`config.mk`:
```
export PLATFORM = sky130hd
export DESIGN_NAME = key_freq_ctrl_mc
export DESIGN_NICKNAME = d
export VERILOG_FILES = /design/src/rtl/key_freq_ctrl_mc.sv
export SDC_FILE = /design/constraint.sdc
export NUM_CORES = 1
export LEC_CHECK = 0
export CAP_MARGIN = 30
export CORE_ASPECT_RATIO = 2
export CORE_MARGIN = 1
export CORE_UTILIZATION = 45
export DETAILED_ROUTE_END_ITERATION = 10
export MAX_ROUTING_LAYER = met4
export PLACE_DENSITY = 0.68
export SYNTH_ARGS = -nofsm -noshare
export SYNTH_HDL_FRONTEND = slang
export SYNTH_SLANG_ARGS = --single-unit
export TNS_END_PERCENT = 20
```
`constraint.sdc`:
```
create_clock -name clk -period 11.8 [get_ports clk]
set_input_delay 3.54 -clock clk [delete_from_list [all_inputs] [get_ports clk]]
set_output_delay 3.54 -clock clk [all_outputs]
set_load 0.01 [all_outputs]
```
`src/rtl/key_freq_ctrl_mc.sv`:
```
// key_freq_ctrl_mc
//   Key-adjustable blink controller for N_CH channels, with an 8-digit
//   multiplexed 7-segment readout. The readout shows the selected channel's
//   blink frequency in Hz x100, formatted as dd.dd. All logic runs on clk and
//   advances on 1-cycle tick enables. No derived clocks are used.
//
// Ports
//   clk     system clock
//   rst     asynchronous, active-high reset
//   key_up  active-low key, shortens the selected channel's half-period
//   key_dn  active-low key, lengthens the selected channel's half-period
//   key_ch  active-low key, advances the selected channel
//   led     blink outputs, one per channel
//   cs      digit select, one-hot active-low
//   seg     segments, active-low, {dp, g, f, e, d, c, b, a}
//   ch_sel  currently selected channel
//
// Compute FSM
//   state    | meaning
//   ---------+----------------------------------------------------------
//   S_IDLE   | waiting; leaves at once when a recompute is pending
//   S_LOAD   | latch period[sel], preload dividend, clear remainder/BCD
//   S_DIV    | restoring divide, one quotient bit per cycle (DW cycles)
//   S_BCD    | double-dabble, one shift per cycle (DW cycles)
//   S_COMMIT | copy the four BCD digits into the display register
module key_freq_ctrl_mc #(
  parameter int F_CLK    = 50000000,
  parameter int F_TICK   = 1000,
  parameter int N_CH     = 4,
  parameter int STEP     = 50,
  parameter int P_MIN    = 50,
  parameter int P_MAX    = 1000,
  parameter int P_RST    = 1000,
  parameter int RPT_DLY  = 500,
  parameter int RPT_RATE = 100,
  localparam int SW      = (N_CH > 1) ? $clog2(N_CH) : 1
) (
  input  logic            clk,
  input  logic            rst,
  input  logic            key_up,
  input  logic            key_dn,
  input  logic            key_ch,
  output logic [N_CH-1:0] led,
  output logic [7:0]      cs,
  output logic [7:0]      seg,
  output logic [SW-1:0]   ch_sel
);

  localparam int TICK_DIV = F_CLK / F_TICK;
  localparam int TW       = (TICK_DIV > 1) ? $clog2(TICK_DIV) : 1;
  localparam int PW       = $clog2(P_MAX + 1);
  localparam int DVD      = F_TICK * 50;
  localparam int DW       = $clog2(DVD + 1);
  localparam int CW       = (DW > 1) ? $clog2(DW) : 1;
  localparam int RMAX     = (RPT_DLY > RPT_RATE) ? RPT_DLY : RPT_RATE;
  localparam int RW       = $clog2(RMAX + 1);

  typedef enum logic [2:0] {S_IDLE, S_LOAD, S_DIV, S_BCD, S_COMMIT} state_t;

  // tick generator
  logic [TW-1:0] tick_cnt;
  logic          tick;

  assign tick = (tick_cnt == TW'(TICK_DIV - 1));

  always_ff @(posedge clk or posedge rst) begin
    if (rst)       tick_cnt <= '0;
    else if (tick) tick_cnt <= '0;
    else           tick_cnt <= tick_cnt + 1'b1;
  end

  // key synchronizers: [0],[1] form the 2-FF sync, [2] holds the previous
  // synchronized level for falling-edge detection. Idle level is high.
  logic [2:0] up_sr, dn_sr, ch_sr;

  always_ff @(posedge clk or posedge rst) begin
    if (rst) begin
      up_sr <= '1;
      dn_sr <= '1;
      ch_sr <= '1;
    end else begin
      up_sr <= {up_sr[1:0], key_up};
      dn_sr <= {dn_sr[1:0], key_dn};
      ch_sr <= {ch_sr[1:0], key_ch};
    end
  end

  logic [1:0] kp_press, kp_held, kp_fire;
  logic       ch_press;

  assign kp_press = {dn_sr[2] & ~dn_sr[1], up_sr[2] & ~up_sr[1]};
  assign kp_held  = {~dn_sr[1], ~up_sr[1]};
  assign ch_press = ch_sr[2] & ~ch_sr[1];

  // auto-repeat down-counters for up [0] and dn [1]; a press loads the
  // initial delay, each terminal count fires and reloads the repeat interval
  logic [RW-1:0] rpt_cnt [2];

  always_ff @(posedge clk or posedge rst) begin
    if (rst) begin
      rpt_cnt[0] <= '0;
      rpt_cnt[1] <= '0;
    end else begin
      for (int i = 0; i < 2; i++) begin
        if (kp_press[i])
          rpt_cnt[i] <= RW'(RPT_DLY);
        else if (tick && kp_held[i])
          rpt_cnt[i] <= (rpt_cnt[i] == RW'(1)) ? RW'(RPT_RATE) : rpt_cnt[i] - 1'b1;
      end
    end
  end

  always_comb begin
    kp_fire = '0;
    for (int i = 0; i < 2; i++)
      kp_fire[i] = tick & kp_held[i] & ~kp_press[i] & (rpt_cnt[i] == RW'(1));
  end

  logic ev_up, ev_dn;

  assign ev_up = kp_press[0] | kp_fire[0];
  assign ev_dn = kp_press[1] | kp_fire[1];

  // channel select and per-channel half-periods
  logic [SW-1:0] sel;
  logic [PW-1:0] period [N_CH];
  logic [PW-1:0] per_cur, per_dec, per_inc;
  logic [PW:0]   per_ext, per_sum;

  assign per_cur = period[sel];
  assign per_ext = {1'b0, per_cur};
  assign per_sum = per_ext + (PW+1)'(STEP);
  assign per_dec = (per_ext < (PW+1)'(P_MIN + STEP)) ? PW'(P_MIN)
                                                     : PW'(per_ext - (PW+1)'(STEP));
  assign per_inc = (per_sum > (PW+1)'(P_MAX)) ? PW'(P_MAX) : per_sum[PW-1:0];

  // simultaneous up and dn cancel; a coincident ch press still uses the old sel
  always_ff @(posedge clk or posedge rst) begin
    if (rst) begin
      sel <= '0;
      for (int i = 0; i < N_CH; i++) period[i] <= PW'(P_RST);
    end else begin
      if (ev_up ^ ev_dn) period[sel] <= ev_up ? per_dec : per_inc;
      if (ch_press)      sel <= (sel == SW'(N_CH - 1)) ? '0 : sel + 1'b1;
    end
  end

  assign ch_sel = sel;

  // blink channels
  logic [PW-1:0] bcnt [N_CH];

  always_ff @(posedge clk or posedge rst) begin
    if (rst) begin
      led <= '0;
      for (int i = 0; i < N_CH; i++) bcnt[i] <= '0;
    end else if (tick) begin
      for (int i = 0; i < N_CH; i++) begin
        if (bcnt[i] >= period[i] - 1'b1) begin
          bcnt[i] <= '0;
          led[i]  <= ~led[i];
        end else begin
          bcnt[i] <= bcnt[i] + 1'b1;
        end
      end
    end
  end

  // recompute trigger: the displayed operand (sel or its period) moved
  logic [SW-1:0] sel_q;
  logic [PW-1:0] per_q;
  logic          trig, pend;
  state_t        state, state_nxt;

  assign trig = (sel != sel_q) | (per_cur != per_q);

  always_ff @(posedge clk or posedge rst) begin
    if (rst) begin
      sel_q <= '0;
      per_q <= PW'(P_RST);
      pend  <= 1'b1;
    end else begin
      sel_q <= sel;
      per_q <= per_cur;
      pend  <= trig | (pend & (state != S_IDLE));
    end
  end

  // compute FSM
  logic [CW-1:0] bit_cnt;

  always_ff @(posedge clk or posedge rst) begin
    if (rst) state <= S_IDLE;
    else     state <= state_nxt;
  end

  always_comb begin
    state_nxt = state;
    case (state)
      S_IDLE:   if (pend) state_nxt = S_LOAD;
      S_LOAD:   state_nxt = S_DIV;
      S_DIV:    if (bit_cnt == '0) state_nxt = S_BCD;
      S_BCD:    if (bit_cnt == '0) state_nxt = S_COMMIT;
      S_COMMIT: state_nxt = S_IDLE;
      default:  state_nxt = S_IDLE;
    endcase
  end

  logic ld_en, div_en, bcd_en, cmt_en;

  always_comb begin
    ld_en  = 1'b0;
    div_en = 1'b0;
    bcd_en = 1'b0;
    cmt_en = 1'b0;
    case (state)
      S_LOAD:   ld_en  = 1'b1;
      S_DIV:    div_en = 1'b1;
      S_BCD:    bcd_en = 1'b1;
      S_COMMIT: cmt_en = 1'b1;
      default:  ;
    endcase
  end

  // datapath: quo holds the dividend while dividing (quotient bits shift in
  // from the right) and is then shifted out MSB-first into the BCD register
  logic [PW-1:0] divisor, rem;
  logic [DW-1:0] quo;
  logic [15:0]   bcd, bcd_adj, disp;
  logic [PW:0]   div_sh, div_sub;
  logic          div_ge;

  assign div_sh  = {rem, quo[DW-1]};
  assign div_ge  = (div_sh >= {1'b0, divisor});
  assign div_sub = div_sh - {1'b0, divisor};

  always_comb begin
    bcd_adj = bcd;
    for (int n = 0; n < 4; n++)
      if (bcd[4*n +: 4] >= 4'd5) bcd_adj[4*n +: 4] = bcd[4*n +: 4] + 4'd3;
  end

  always_ff @(posedge clk or posedge rst) begin
    if (rst) begin
      divisor <= '0;
      rem     <= '0;
      quo     <= '0;
      bcd     <= '0;
      bit_cnt <= '0;
      disp    <= '0;
    end else begin
      if (ld_en) begin
        divisor <= per_cur;
        rem     <= '0;
        quo     <= DW'(DVD);
        bcd     <= '0;
        bit_cnt <= CW'(DW - 1);
      end
      if (div_en) begin
        rem     <= div_ge ? div_sub[PW-1:0] : div_sh[PW-1:0];
        quo     <= {quo[DW-2:0], div_ge};
        bit_cnt <= (bit_cnt == '0) ? CW'(DW - 1) : bit_cnt - 1'b1;
      end
      if (bcd_en) begin
        bcd     <= {bcd_adj[14:0], quo[DW-1]};
        quo     <= {quo[DW-2:0], 1'b0};
        bit_cnt <= bit_cnt - 1'b1;
      end
      if (cmt_en) disp <= bcd;
    end
  end

  // scan: glyphs are active-low gfedcba
  function automatic logic [6:0] glyph(input logic [3:0] v);
    case (v)
      4'h0: glyph = 7'h40;  4'h1: glyph = 7'h79;  4'h2: glyph = 7'h24;  4'h3: glyph = 7'h30;
      4'h4: glyph = 7'h19;  4'h5: glyph = 7'h12;  4'h6: glyph = 7'h02;  4'h7: glyph = 7'h78;
      4'h8: glyph = 7'h00;  4'h9: glyph = 7'h10;  4'hA: glyph = 7'h08;  4'hB: glyph = 7'h03;
      4'hC: glyph = 7'h46;  4'hD: glyph = 7'h21;  4'hE: glyph = 7'h06;  default: glyph = 7'h0E;
    endcase
  endfunction

  logic [2:0] dig_idx;
  logic [7:0] seg_nxt;

  always_comb begin
    seg_nxt = 8'hFF;
    case (dig_idx)
      3'd0:    seg_nxt = {1'b1, glyph(4'(sel))};
      3'd4:    seg_nxt = {1'b1, glyph(disp[15:12])};
      3'd5:    seg_nxt = {1'b0, glyph(disp[11:8])};
      3'd6:    seg_nxt = {1'b1, glyph(disp[7:4])};
      3'd7:    seg_nxt = {1'b1, glyph(disp[3:0])};
      default: seg_nxt = 8'hFF;
    endcase
  end

  always_ff @(posedge clk or posedge rst) begin
    if (rst) begin
      dig_idx <= '0;
      cs      <= 8'hFF;
      seg     <= 8'hFF;
    end else if (tick) begin
      cs      <= ~(8'd1 << dig_idx);
      seg     <= seg_nxt;
      dig_idx <= dig_idx + 1'b1;
    end
  end

endmodule
```
==> results.py <==
metrics = {
    "timing": {
        "max_slew_margin": 0.3769,
        "final.min_clock_period_ns": 5.677,
        "finalSetupTns_ns": 0,
        "fin_hold_ws_ns": 0.3558,
        "finalClockSkew_ns": 0.02900,
        "post-route-period-util": 0.4811,
        "hold_violations": 0,
        "fmax_ghz": 0.1762,
        "final-max-slew-violation-count": 0,
        "setup_viol": 0,
        "worstMarginPinSlew_ns": 0.9112,
        "rsz0062_at_grt": "no",
    },
    "detailed_routing": {
        "wl_um": 32710,
        "drtIter0Drc": 565,
        "wl_met2_um": 18280,
        "top_layer_used": "met4",
        "drcViolationCount": 0,
        "wl_met1_um": 11900,
        "antenna_left": 0,
        "vias": 11040,
        "drt-wirelength-per-cell_um": 16.64,
        "wl_met3_um": 987,
        "firstDrtPassIters": 5,
        "viasPerCell": 5.616,
    },
    "worst_setup_path": {
        "critPathLaunch": "ch_sel[0]$_DFFE_PP0P_",
        "path_depth": 1,
        "crit_path_end_kind": "primary output",
        "r2r_slack_ns": 7.46,
        "criticalPathCategory": "reg -> out",
        "crit_family": "flip-flops",
        "path_max_fanout": 18,
        "critical_path_required_ns": 8.26,
        "max_stage_delay_ns": 0.91,
        "cpMaxStageDelayCell": "dfrtp_1",
        "rr_startpoint": "ch_sel[0]$_DFFE_PP0P_",
        "path_buf_inv": 1,
        "path_cells": "clkdlybuf4s50_1",
        "rr_worst_depth": 9,
        "worst_setup_path_start_kind": "flip-flop",
        "arrival_ns": 2.14,
    },
    "power": {
        "ir_worst_vdd_mv": 0.1524,
        "power.leakage_nw": 6.835,
        "seq_power_share": 0.350,
        "power.total_mw": 3.586,
        "power_density_mw_per_mm2": 228.2,
        "switching_share": 0.4040,
        "power_frac_clock": 0.221,
        "pwr-share-comb": 0.429,
        "p_int_mw": 2.137,
        "p_switching_mw": 1.449,
    },
    "yosys": {
        "yosysWarnings": 0,
        "syn_inst": 1535,
        "seq_area_frac_synth": 0.4174,
        "synth_area_leader_cell": "dfrtp_1",
        "syn_nets": 1656,
        "postSynth.asyncResetShare": 1.000,
        "synth-edff-count": 0,
        "synth.top_cell.area_share": 0.3146,
        "ys_types": 71,
        "yosys-top-cells-area": "dfrtp_1, dfstp_2, ha_1",
        "synth_area_mm2": 0.01432,
        "syn-mean-instance-area_um2": 9.327,
        "yosys_register_bits": 236,
        "synth_ff_type": "dfrtp_1",
    },
    "clock_tree": {
        "clock-sinks": 236,
        "cts_tree": "yes",
        "clk_latency_ns": 0.54,
        "clock_path_buffers": 3,
        "hold_buffers": 0,
        "cts_made_buffers": 23,
        "postCtsSetupRepairBufs": 0,
        "path_clk_slew_ns": 0.07,
        "postCtsResizedCells": 0,
        "htree_levels": 1,
        "root_buffer": "clkbuf_16",
    },
    "finish": {
        "antenna_cells": 0,
        "area_growth_syn_to_layout_pct": 9.762,
        "drive_above_1_share": 0.09663,
        "layout_common_cells": "nand2_1, dfrtp_1, o21ai_0, nor2_1, ha_1",
        "final_common_cell": "nand2_1",
        "fin_nets": 1646,
    },
    "min_path": {
        "hp-start": "dn_sr[0]$_DFF_PP1_",
        "hold_class": "reg -> reg",
        "hold_depth": 0,
    },
    "run": {
        "maxCapViolCount": 0,
    },
    "floorplan": {
        "fp.dieArea_mm2": 0.03258,
        "die_x_um": 128.1,
        "dieHeight_um": 254.3,
        "io_pins": 27,
        "rows": 92,
        "start_util": 0.4556,
        "core_mm2": 0.03143,
    },
    "grt": {
        "grt_pass1_vias": 11250,
        "grt_max_degree": 105,
        "grt-ovfl-total": 0,
        "grt_pass1_wl_um": 54920,
        "antenna_found_initial": 0,
        "track_usage": 0.2158,
    },
    "placed_design": {
        "portBuffers": 26,
        "place_congestion": 0.8957,
        "hpwlAfterDp_um": 24010,
    },
    "status": {
        "status": "completed",
    },
}
## cell usage after synthesis (5+ instances only)
cell type and count:
nor3b_1 13, o41ai_1 5, buf_1 10, nand4_1 10
a22oi_1 9, dfrtp_1 180, and3_1 10, inv_1 71
a21oi_1 69, nor4_1 15, buf_2 8, nand3b_1 6
o22a_1 6, o31ai_1 7, xor2_1 37, and2_1 14
a31oi_1 12, a2111oi_0 6, nand2_1 191, or2_2 6
or3_1 16, nand2b_1 20, mux4_2 14, o21a_1 11
xnor2_1 55, o21ai_1 5, o21ai_0 139, mux2_2 18
nand3_1 22, o211ai_1 10, clkbuf_1 50, dfstp_2 56
o22ai_1 17, a21o_1 20, nor2b_1 18, a211oi_1 10
nor2_1 121, mux2i_1 17, a22o_1 15, ha_1 115
nor3_1 48
## routing by layer
| layer | vias to the layer above | global-route usage |
|---|---|---|
| li1 | 5388 | - |
| met1 | 5338 | 0.2124 |
| met2 | 212 | 0.4123 |
| met3 | 97 | 0.02329 |
| met4 | 0 | 0.1076 |
| met5 | - | - |
## area by class of cell
class / instances / area [µm²]
clock inverter: 9 / 126.4
clock buffer: 33 / 684.4
timing repair buffer: 34 / 325.3
inverter: 72 / 277.8
multi-input combinational: 1158 / 7796
tap: 423 / 529.3
sequential: 236 / 5976
fill: 2822 / 15710
## sequential cells by signal (all words and copies together), names as in the netlist, 3 cells and up
| register | count |
|---|---|
| seg | 8 |
| state | 3 |
| up_sr | 3 |
| bcnt | 40 |
| rem | 10 |
| per_q | 10 |
| tick_cnt | 16 |
| period | 40 |
| divisor | 10 |
| ch_sr | 3 |
| bcd | 16 |
| bit_cnt | 4 |
| dig_idx | 3 |
| led | 4 |
| dn_sr | 3 |
| disp | 16 |
| quo | 16 |
| rpt_cnt | 18 |
| cs | 8 |
## cell families after synthesis
| kind of cell | count (synthesis) | share of synthesized area |
|---|---|---|
| fa+ha+maj | 116 | 0.1019 |
| buf+inv | 141 | 0.03819 |
| simple gates | 528 | 0.1742 |
| compound gates | 373 | 0.1640 |
| flops | 236 | 0.4174 |
| xor+xnor | 92 | 0.05628 |
| mux | 49 | 0.04806 |
## through the flow
stage	utilization	cell area, µm²	worst slack [ns]	instances
2_1_floorplan	-	14320	1.878	1535
3_3_place_gp	0.4739	14890	6.267	1922
3_5_place_dp	0.4739	14890	6.249	1922
4_1_cts	0.4997	15700	6.065	1964
5_1_grt	0.5001	15720	5.958	1965
6_report	0.5001	15720	6.123	1965
## final timing paths
| kind | endpoint |
|---|---|
| min in group asynchronous | bit_cnt[1]$_DFFE_PP0P_ |
| setup reg to reg | period[19]$_DFFE_PP1P_ |
| hold / removal | dn_sr[1]$_DFF_PP1_ |
| hold reg to reg | dn_sr[1]$_DFF_PP1_ |
| max in group asynchronous | bcnt[9]$_DFFE_PP0N_ |
| setup / recovery | ch_sel[0] |
## power by group through the flow
| stage | registers, mW | logic (mW) | clock network (mW) |
|---|---|---|---|
| after detailed placement | 1.27 | 1.53 | 0 |
| after CTS | 1.25 | 1.55 | 0.809 |
| after global routing | 1.28 | 1.74 | 0.841 |
| after global placement | 1.26 | 1.49 | 0 |
| final | 1.25 | 1.54 | 0.793 |
| after floorplan | 1.16 | 1.25 | 0 |
Power figures use the tool's default switching activity.
